$ cat config.mk
export PLATFORM = sky130hd
export DESIGN_NAME = instruction_fetch_queue
export DESIGN_NICKNAME = d
export VERILOG_FILES = /design/src/rtl/instruction_fetch_queue.sv
export SDC_FILE = /design/constraint.sdc
export NUM_CORES = 1
export LEC_CHECK = 0
export BUFFER_PORTS_ARGS = -buffer_cell sky130_fd_sc_hd__buf_4
export CORE_MARGIN = 2
export CORE_UTILIZATION = 30
export CTS_CLUSTER_DIAMETER = 80
export DETAILED_ROUTE_END_ITERATION = 6
export GPL_TIMING_DRIVEN = 0
export PLACE_DENSITY = 0.44
export SETUP_SLACK_MARGIN = 0.05
export SYNTH_ARGS = -nofsm -noshare
export SYNTH_HDL_FRONTEND = slang
export SYNTH_SLANG_ARGS = --single-unit
$ cat constraint.sdc
create_clock -name clk -period 3.5 [get_ports clk]
set_clock_uncertainty 0.15 [all_clocks]
set_input_delay 0.525 -clock clk [delete_from_list [all_inputs] [get_ports clk]]
set_output_delay 0.525 -clock clk [all_outputs]
set_load 0.01 [all_outputs]
$ cat src/rtl/instruction_fetch_queue.sv
// Instruction fetch front end: issues word fetches to instruction memory, tracks up to
// two in-flight requests and buffers returned words in a 2-entry queue for the decoder.
module instruction_fetch_queue #(
    parameter logic [31:0] RESET_PC = 32'h0000_0000
) (
    input  logic        clk,
    input  logic        rst_n,
    output logic        imem_req,
    output logic [31:0] imem_addr,
    input  logic        imem_gnt,
    input  logic        imem_rvalid,
    input  logic [31:0] imem_rdata,
    input  logic        redirect,
    input  logic [31:0] redirect_pc,
    input  logic        PC_write,
    output logic        fetch_valid,
    output logic [31:0] instruction_IF,
    output logic [31:0] PC_sumado_IF
);

    logic [31:0] r_fetch_pc;
    logic [31:0] r_ifl_addr [2];
    logic        r_ifl_wptr;
    logic        r_ifl_rptr;
    logic [31:0] r_q_instr [2];
    logic [31:0] r_q_next  [2];
    logic        r_q_wptr;
    logic        r_q_rptr;
    logic [1:0]  r_q_count;
    logic [1:0]  r_outstanding;
    logic [1:0]  r_drop;

    logic [2:0]  w_occupancy;
    logic        w_req;
    logic        w_grant;
    logic        w_rvalid;
    logic        w_keep;
    logic        w_deq;
    logic [31:0] w_ifl_head;

    // A slot is reserved for every in-flight request, so the queue can never overflow.
    assign w_occupancy = {1'b0, r_q_count} + {1'b0, r_outstanding};
    assign w_req       = rst_n && (w_occupancy < 3'd2) && (r_drop == 2'd0) && !redirect;
    assign w_grant     = w_req && imem_gnt;
    assign w_rvalid    = imem_rvalid && (r_outstanding != 2'd0);
    assign w_keep      = w_rvalid && (r_drop == 2'd0) && !redirect;
    assign w_deq       = (r_q_count != 2'd0) && PC_write && !redirect;
    assign w_ifl_head  = r_ifl_addr[r_ifl_rptr];

    assign imem_req       = w_req;
    assign imem_addr      = r_fetch_pc;
    assign fetch_valid    = (r_q_count != 2'd0);
    assign instruction_IF = fetch_valid ? r_q_instr[r_q_rptr] : 32'h0;
    assign PC_sumado_IF   = fetch_valid ? r_q_next[r_q_rptr]  : 32'h0;

    always_ff @(posedge clk or negedge rst_n) begin
        if (!rst_n) begin
            r_fetch_pc    <= RESET_PC;
            r_ifl_wptr    <= 1'b0;
            r_ifl_rptr    <= 1'b0;
            r_outstanding <= 2'd0;
            r_drop        <= 2'd0;
        end else begin
            if (redirect) begin
                r_fetch_pc <= redirect_pc;
            end else if (w_grant) begin
                r_fetch_pc <= r_fetch_pc + 32'd4;
            end
            if (w_grant) begin
                r_ifl_wptr <= ~r_ifl_wptr;
            end
            if (w_rvalid) begin
                r_ifl_rptr <= ~r_ifl_rptr;
            end
            r_outstanding <= r_outstanding + {1'b0, w_grant} - {1'b0, w_rvalid};
            // Everything still in flight after this cycle belongs to the old path.
            if (redirect) begin
                r_drop <= r_outstanding - {1'b0, w_rvalid};
            end else if (w_rvalid && (r_drop != 2'd0)) begin
                r_drop <= r_drop - 2'd1;
            end
        end
    end

    always_ff @(posedge clk or negedge rst_n) begin
        if (!rst_n) begin
            r_q_wptr  <= 1'b0;
            r_q_rptr  <= 1'b0;
            r_q_count <= 2'd0;
        end else if (redirect) begin
            r_q_wptr  <= 1'b0;
            r_q_rptr  <= 1'b0;
            r_q_count <= 2'd0;
        end else begin
            if (w_keep) begin
                r_q_wptr <= ~r_q_wptr;
            end
            if (w_deq) begin
                r_q_rptr <= ~r_q_rptr;
            end
            r_q_count <= r_q_count + {1'b0, w_keep} - {1'b0, w_deq};
        end
    end

    generate
        for (genvar gi = 0; gi < 2; gi++) begin : g_entry
            always_ff @(posedge clk or negedge rst_n) begin
                if (!rst_n) begin
                    r_ifl_addr[gi] <= 32'h0;
                end else if (w_grant && (r_ifl_wptr == 1'(gi))) begin
                    r_ifl_addr[gi] <= r_fetch_pc;
                end
            end

            always_ff @(posedge clk or negedge rst_n) begin
                if (!rst_n) begin
                    r_q_instr[gi] <= 32'h0;
                    r_q_next[gi]  <= 32'h0;
                end else if (w_keep && (r_q_wptr == 1'(gi))) begin
                    r_q_instr[gi] <= imem_rdata;
                    r_q_next[gi]  <= w_ifl_head + 32'd4;
                end
            end
        end
    endgenerate

endmodule

==> impl_metrics.csv, run 1 <==
group,metric,value,unit
yosys,ys_ff_latch,234,
sta,hold_ws,24.6,ps
routing,firstDrtPassIters,7,
floorplanning,initial_core_util,0.306,
routing,wl_per_cell,19.7,um
placed_design,placed_cell_area,13900,um^2
yosys,yosysMostFrequentCell,"nand2_1",
yosys,synth.largest_area_cell,"dfrtp_1",
yosys,yosys.area_share.adder,0.0101,
yosys,netlist_area,11900,um^2
cells_and_area,stdcell_area,15300,um^2
floorplanning,core-area,38900,um^2
run,max_cap_violations,0,
worst_setup_path,worstSetupPathType,"reg -> reg",
sta,slew_headroom,0.368,
placed_design,dp_hpwl,27900,um
worst_setup_path,worst-path-max-fanout,10,
yosys,async_reset_ff_frac,1.00,
floorplanning,die_w,203,um
global_routing,grt_remaining_overflow,0,
worst_hold_path,worstHoldEndpoint,"r_q_instr[28]$_DFFE_PN0P_",
power,p_leak,7.15,nW
worst_hold_path,hp-start,"imem_rdata[28]",
yosys,synth_common_cells,"308 x nand2_1, 234 x dfrtp_1, 92 x mux2_2",
global_routing,grt_max_degree,115,
clocking,clock-sinks,234,
power,ir_drop,0.000339,V
worst_setup_path,critical_path_arrival,3610,ps
yosys,synth_area_leaders,"dfrtp_1 49%, nand2_1 9.7%, mux2_2 8.7%, mux2i_1 7.6%, nor2_1 2.7%",
sta,setup_slack,220,ps
yosys,syn_avg_cell_area,9.78,um^2
clocking,cts_buffers,30,
routing,drt_iter0_drc,519,
power,power.density,724,nW/um^2
routing,wirelength,39000,um
sta,drv_slew,0,
yosys,yosys.area_share.simple,0.200,
clocking,clkTransAtPathRegs,60,ps
yosys,syn_inst,1217,
yosys,yosys_warnings,0,
cells_and_area,drive_above_1_share,0.246,
floorplanning,num_rows,72,
sta,setup_viol,0,
sta,fmax,305,MHz
clocking,ctsHtreeMaxLevel,1,
cells_and_area,syn_to_final_growth,28.2,%
sta,rsz0062_at_grt,"false",
global_routing,globalRouteMet3Util,0.0219,
global_routing,met1_usage,0.273,
worst_hold_path,hold_depth,3,
yosys,synth-main-ff-cell,"dfrtp_1",
yosys,synth-compound-area-share,0.0771,
global_routing,grt_use_total,0.188,
floorplanning,die_area,41300,um^2
sta,setup-tns-final,0,ps
cells_and_area,n_antenna_cell,0,
worst_setup_path,worst_setup_path_end_kind,"flip-flop",
cells_and_area,layout.nets,1518,
sta,period_share,0.937,
power,power,11.1,mW
worst_setup_path,reg2reg_from,"r_ifl_rptr$_DFFE_PN0N_",
global_routing,use_met2,0.302,
routing,vias_per_cell,4.94,
floorplanning,ios,168,
worst_setup_path,startpoint_type,"flip-flop",
clocking,clockRootBuffer,"clkbuf_16",
worst_hold_path,hold_path.class,"in -> reg",
clocking,clkLatencyLatePin,550,ps
placed_design,finalWeightedCongestion,0.842,
sta,tightest_slew,948,ps
yosys,synth_enable_flop_cells,0,
placed_design,dpl_worst_slack,-371,ps
routing,ant_nets,0,
outcome,status,"finished, final reports clean",
yosys,ys_types,59,
routing,drc,0,
yosys,synth_top_area_frac,0.492,
worst_setup_path,regToRegEndpoint,"r_q_next[30]$_DFFE_PN0P_",
routing,vias,9778,
yosys,synth.mux.area_fraction,0.163,
sta,hold_violations,0,
global_routing,grt_most_used_layer,"met2",
clocking,tritoncts,"built",
global_routing,grt_pass1_vias,9820,
floorplanning,die-height,203,um
global_routing,grt_pass1_wl,60600,um
worst_setup_path,rr_worst_depth,11,
yosys,syn_nets,1296,
worst_setup_path,r2r_slack,220,ps
yosys,synth_xor_area_frac,0.0243,
cells_and_area,nFillCells,4007,
sta,min_period,3280,ps
clocking,clock_path_buffers,3,
worst_setup_path,worstPathRequired,3840,ps
placed_design,port_buffers,167,
yosys,ys_seq_area_frac,0.492,
yosys,synth_top_family_by_area,"simple AND/OR/NAND/NOR gates",
global_routing,antenna_found_initial,1,
==> flip-flops by register name, indices dropped and copies added (netlist names) <==
register	cells
r_drop	2
r_ifl_rptr	1
imem_addr	32
r_outstanding	2
r_q_instr	64
r_ifl_wptr	1
r_q_count	2
r_q_wptr	1
r_q_rptr	1
r_ifl_addr	64
r_q_next	64
==> worst max-delay path, stage by stage (launching register included) <==
cell and delay [ps]:
dfrtp_1 330, buf_6 150, buf_4 220, buf_4 250, buf_6 220, mux2_2 180
ha_1 240, nand4_1 190, a22oi_2 290, nand4_1 290, or4_1 590, nand3_1 80
==> how the worst max path moves through the flow <==
stage | from | endpoint | slack, ps | depth (start not counted)
2_1_floorplan | r_outstanding[0]$_DFF_PN0_ | r_outstanding[1]$_DFF_PN0_ | 550 | 12
3_3_place_gp | rst_n | r_outstanding[1]$_DFF_PN0_ | -2050 | 11
3_5_place_dp | r_ifl_rptr$_DFFE_PN0N_ | r_q_next[60]$_DFFE_PN0P_ | -370 | 12
4_1_cts | r_ifl_rptr$_DFFE_PN0N_ | r_q_next[60]$_DFFE_PN0P_ | 100 | 12
5_1_grt | r_outstanding[0]$_DFF_PN0_ | r_outstanding[1]$_DFF_PN0_ | 60 | 12
6_report | r_ifl_rptr$_DFFE_PN0N_ | r_q_next[30]$_DFFE_PN0P_ | 220 | 11
==> layer usage <==
| layer | vias up | part of all wire |
|---|---|---|
| met1 | 4794 | 0.49 |
| met2 | 261 | 0.45 |
| li1 | 4674 | - |
| met5 | - | 0 |
| met3 | 49 | 0.044 |
| met4 | 0 | 0.019 |
==> placed cells by master (no fill, tap or decap), drive strengths merged, types with 7 or more instances in the layout <==
cell,netlist,layout
nand2,308,308
dfrtp,234,234
buf,32,207
mux2,92,92
mux2i,91,91
nor2,87,87
clkbuf,45,86
o21ai,42,42
nand3,41,41
nand4,33,33
xor2,19,19
inv,17,18
nor3,17,17
dlygate4sd3,0,15
xnor2,14,14
o211ai,12,12
a21oi,11,11
a221o,10,10
nand4b,9,9
or4,8,8
ha,8,8
and3,8,8
a22oi,8,8
o311ai,7,7
==> per-stage QoR <==
stage,cells,util
2_1_floorplan,1217,-
3_3_place_gp,1902,0.355
3_5_place_dp,1904,0.356
4_1_cts,1974,0.390
5_1_grt,1978,0.392
6_report,1978,0.392
==> kinds of logic (layout without fill, tap and decap cells) <==
kind of cell | count (synthesis) | in the layout
XOR/XNOR | 33 | 33
flip-flops | 234 | 234
AO/OA/AOI/OAI | 128 | 128
AND/OR/NAND/NOR | 536 | 536
adder cells (fa/ha/maj) | 9 | 9
multiplexers | 183 | 183
buffers and inverters | 94 | 337
==> cell type report <==
cell class / count / area, um^2 / area share
Buffer: 76 / 354 / 0.0232
Clock buffer: 41 / 883 / 0.0579
Clock inverter: 12 / 189 / 0.0124
Inverter: 17 / 63.8 / 0.00418
Multi-Input combinational cell: 889 / 5670 / 0.371
Sequential cell: 234 / 5860 / 0.384
Tap cell: 518 / 648 / 0.0424
Timing Repair Buffer: 191 / 1610 / 0.105
==> where the power goes <==
part	switching, mW	total (mW)	internal (mW)
Clock	1.24	3.35	2.12
Sequential	0.721	4.37	3.65
Combinational	1.83	3.33	1.50
==> timing repair <==
| action | in CTS | in global routing |
|---|---|---|
| pin swaps | 1 | 0 |
| hold buffers | 17 | 4 |
| setup endpoints to repair | 72 | 13 |
| gates resized for setup | 11 | 6 |
| endpoints found under the hold margin | 43 | 22 |
| cloned | 0 | 0 |
| buffers inserted | 1 | 0 |
Note: power is estimated with default switching activity, not from simulation.
==> run 2: changes to the inputs <==
ABC_AREA = 1   (was unset)
GPL_TIMING_DRIVEN = unset   (was 0)
==> impl_metrics.csv, run 2 <==
group,metric,value,unit
cells_and_area,layout_common_cells,"618 x nand2_1, 233 x dfrtp_1, 184 x buf_4",
yosys,synth_top_area_frac,0.488,
yosys,synth-main-ff-cell,"dfrtp_1",
worst_setup_path,worstPathRequired,2820,ps
worst_setup_path,critPathLaunch,"r_q_count[1]$_DFF_PN0_",
sta,slew_headroom,0.443,
sta,fmax,344,MHz
floorplanning,die_w,204,um
routing,wl_per_cell,15.9,um
clocking,clock_path_buffers,3,
yosys,ys_ff_latch,234,
yosys,synth.largest_area_cell,"dfrtp_1",
global_routing,antenna_found_initial,0,
clocking,tritoncts,"built",
yosys,syn_nets,1661,
sta,rsz0062_at_grt,"false",
clocking,cts_buffers,29,
worst_setup_path,worstSetupPathType,"reg -> out",
cells_and_area,layout_commonest_cell,"nand2_1",
floorplanning,num_rows,73,
yosys,netlist_area,12000,um^2
sta,min_period,2910,ps
global_routing,grt_pass1_wl,58300,um
power,power.density,677,nW/um^2
clocking,clkTransAtPathRegs,60,ps
worst_setup_path,path_delay_family,"buffers and inverters",
cells_and_area,drive_above_1_share,0.164,
yosys,ys_seq_area_frac,0.488,
worst_hold_path,hp-start,"redirect_pc[0]",
sta,setup-tns-final,0,ps
cells_and_area,reg_top3,"r_ifl_addr x64, r_q_instr x64, r_q_next x64",
yosys,yosys_warnings,0,
worst_setup_path,worst-path-max-fanout,57,
routing,vias_per_cell,4.59,
power,p_leak,7.13,nW
worst_setup_path,critPathMostFrequentCell,"buf_4",
worst_setup_path,reg2reg_from,"r_q_count[0]$_DFF_PN0_",
run,max_cap_violations,0,
clocking,ctsHtreeMaxLevel,1,
cells_and_area,nFillCells,4308,
routing,drt_iter0_drc,612,
global_routing,grt_pass1_vias,10300,
global_routing,grt_max_degree,72,
yosys,synth_common_cells,"618 x nand2_1, 234 x dfrtp_1, 145 x o21ai_0",
routing,ant_nets,0,
routing,firstDrtPassIters,7,
worst_setup_path,worst_setup_path_end_kind,"output pin",
cells_and_area,layout.cells.non_filler,2270,
floorplanning,die_area,41600,um^2
routing,drc,0,
sta,tightest_slew,835,ps
clocking,clockRootBuffer,"clkbuf_16",
routing,vias,10400,
cells_and_area,syn_to_final_growth,22.4,%
clocking,clkLatencyLatePin,550,ps
yosys,ys_types,36,
worst_setup_path,path_cells,"nor2_4, buf_4, a21oi_1, buf_4",
placed_design,dp_hpwl,25000,um
clocking,clock-sinks,234,
yosys,syn_avg_cell_area,7.58,um^2
floorplanning,ios,168,
sta,drv_slew,0,
worst_setup_path,critical_path_arrival,2230,ps
sta,hold_violations,0,
floorplanning,core-area,39600,um^2
yosys,yosysMostFrequentCell,"nand2_1",
yosys,async_reset_ff_frac,1.00,
outcome,status,"finished, final reports clean",
sta,period_share,0.831,
floorplanning,initial_core_util,0.303,
yosys,synth_area_leaders,"dfrtp_1 49%, nand2_1 19%, o21ai_0 6.0%, inv_1 4.3%, nand3_1 3.9%",
placed_design,port_buffers,167,
yosys,synth_enable_flop_cells,0,
worst_setup_path,critPathMaxStageDelay,630,ps
worst_setup_path,worst-path-buf-inv,2,
global_routing,grt_remaining_overflow,0,
routing,wirelength,36200,um
yosys,syn_inst,1582,
placed_design,finalWeightedCongestion,0.774,
cells_and_area,n_antenna_cell,0,
worst_hold_path,hold_path.class,"in -> reg",
global_routing,grt_use_total,0.177,
cells_and_area,layout.nets,1806,
clocking,hold_buffers,1,
sta,setup_viol,0,
worst_setup_path,slowest_stage,"buf_4",
clocking,post_cts_buffers,0,
power,ir_drop,0.000431,V
worst_setup_path,startpoint_type,"flip-flop",
placed_design,dp.cells,2220,
floorplanning,die-height,204,um
clocking,cts_resized,0,
-- run 2: cell types whose count changed after synthesis, moves of 11 or more --
cell     previous run  this run
nand2_1           308       618
inv_1              17       137
a21oi_1            11        67
xnor2_1            14         3
o21ai_2             0        23
mux2i_1            91         0
nor2_1             87        67
nand3_1            40        93
nand4_1            30         8
o21ai_1             0        13
o21ai_0            42       145
mux2_2             92         0
-- run 2: per-stage QoR --
step / total power, mW / util / hold slack (ps) / setup slack (ps) / area, um^2
5_1_grt: 10.7 / 0.370 / 24.6 / 470 / 14700
6_report: 9.93 / 0.370 / 40.6 / 592 / 14700
3_3_place_gp: 7.08 / 0.347 / 264 / 771 / 13800
4_1_cts: 10.1 / 0.370 / 10.6 / 556 / 14700
3_5_place_dp: 7.12 / 0.347 / 263 / 729 / 13800
2_1_floorplan: 6.05 / - / 79.4 / 1140 / 12000
-- run 2: cells by family (layout without fill, tap and decap cells) --
kind of cell,count (synthesis),in the layout,share of synthesized area
flip-flops,234,234,0.488
buffers and inverters,217,380,0.0766
AO/OA/AOI/OAI,277,277,0.128
AND/OR/NAND/NOR,820,820,0.279
XOR/XNOR,25,25,0.0183
adder cells (fa/ha/maj),9,9,0.0100
-- run 2: tightest hold or removal path: cells and delay by family --
kind                   cells  cell delay, ps
buffers and inverters      1              80
AND/OR/NAND/NOR            1              40
AO/OA/AOI/OAI              1              60
-- run 2: area by class of cell --
cell class	count	area [um^2]	share of cell area
clock buffers	41	831	0.0566
clock inverters	8	73.8	0.00503
inverters	140	528	0.0360
multi-input cells	1131	5230	0.356
flip-flops and latches	234	5860	0.399
well taps	525	657	0.0447
repair buffers	191	1510	0.103
-- run 2: metal layers --
metal | routed length (um) | vias to the layer above | share of wire | global-route usage
li1 | - | 5315 | - | -
met1 | 18700 | 4902 | 0.52 | 0.268
met2 | 15600 | 179 | 0.43 | 0.267
met3 | 1450 | 29 | 0.040 | 0.0231
met4 | 425 | 0 | 0.012 | 0.0360
met5 | 0 | - | 0 | 0
-- run 2: path summary, 6_finish.rpt --
path                            slack (ps)  depth (start not counted)                          to
max in group asynchronous             1790                          3    r_q_next[22]$_DFFE_PN0P_
min in group asynchronous              280                          2   r_q_instr[38]$_DFFE_PN0P_
worst max-delay path                   590                          4            PC_sumado_IF[16]
worst min register to register         330                          2    r_q_next[52]$_DFFE_PN0P_
worst min-delay path                    40                          3    imem_addr[0]$_DFFE_PN0P_
worst max register to register         760                         10  r_ifl_addr[28]$_DFFE_PN0P_
-- run 2: power by group --
part / switching (mW) / internal (mW)
sequential: 0.524 / 3.57
combinational: 1.88 / 1.08
clock: 1.17 / 1.71
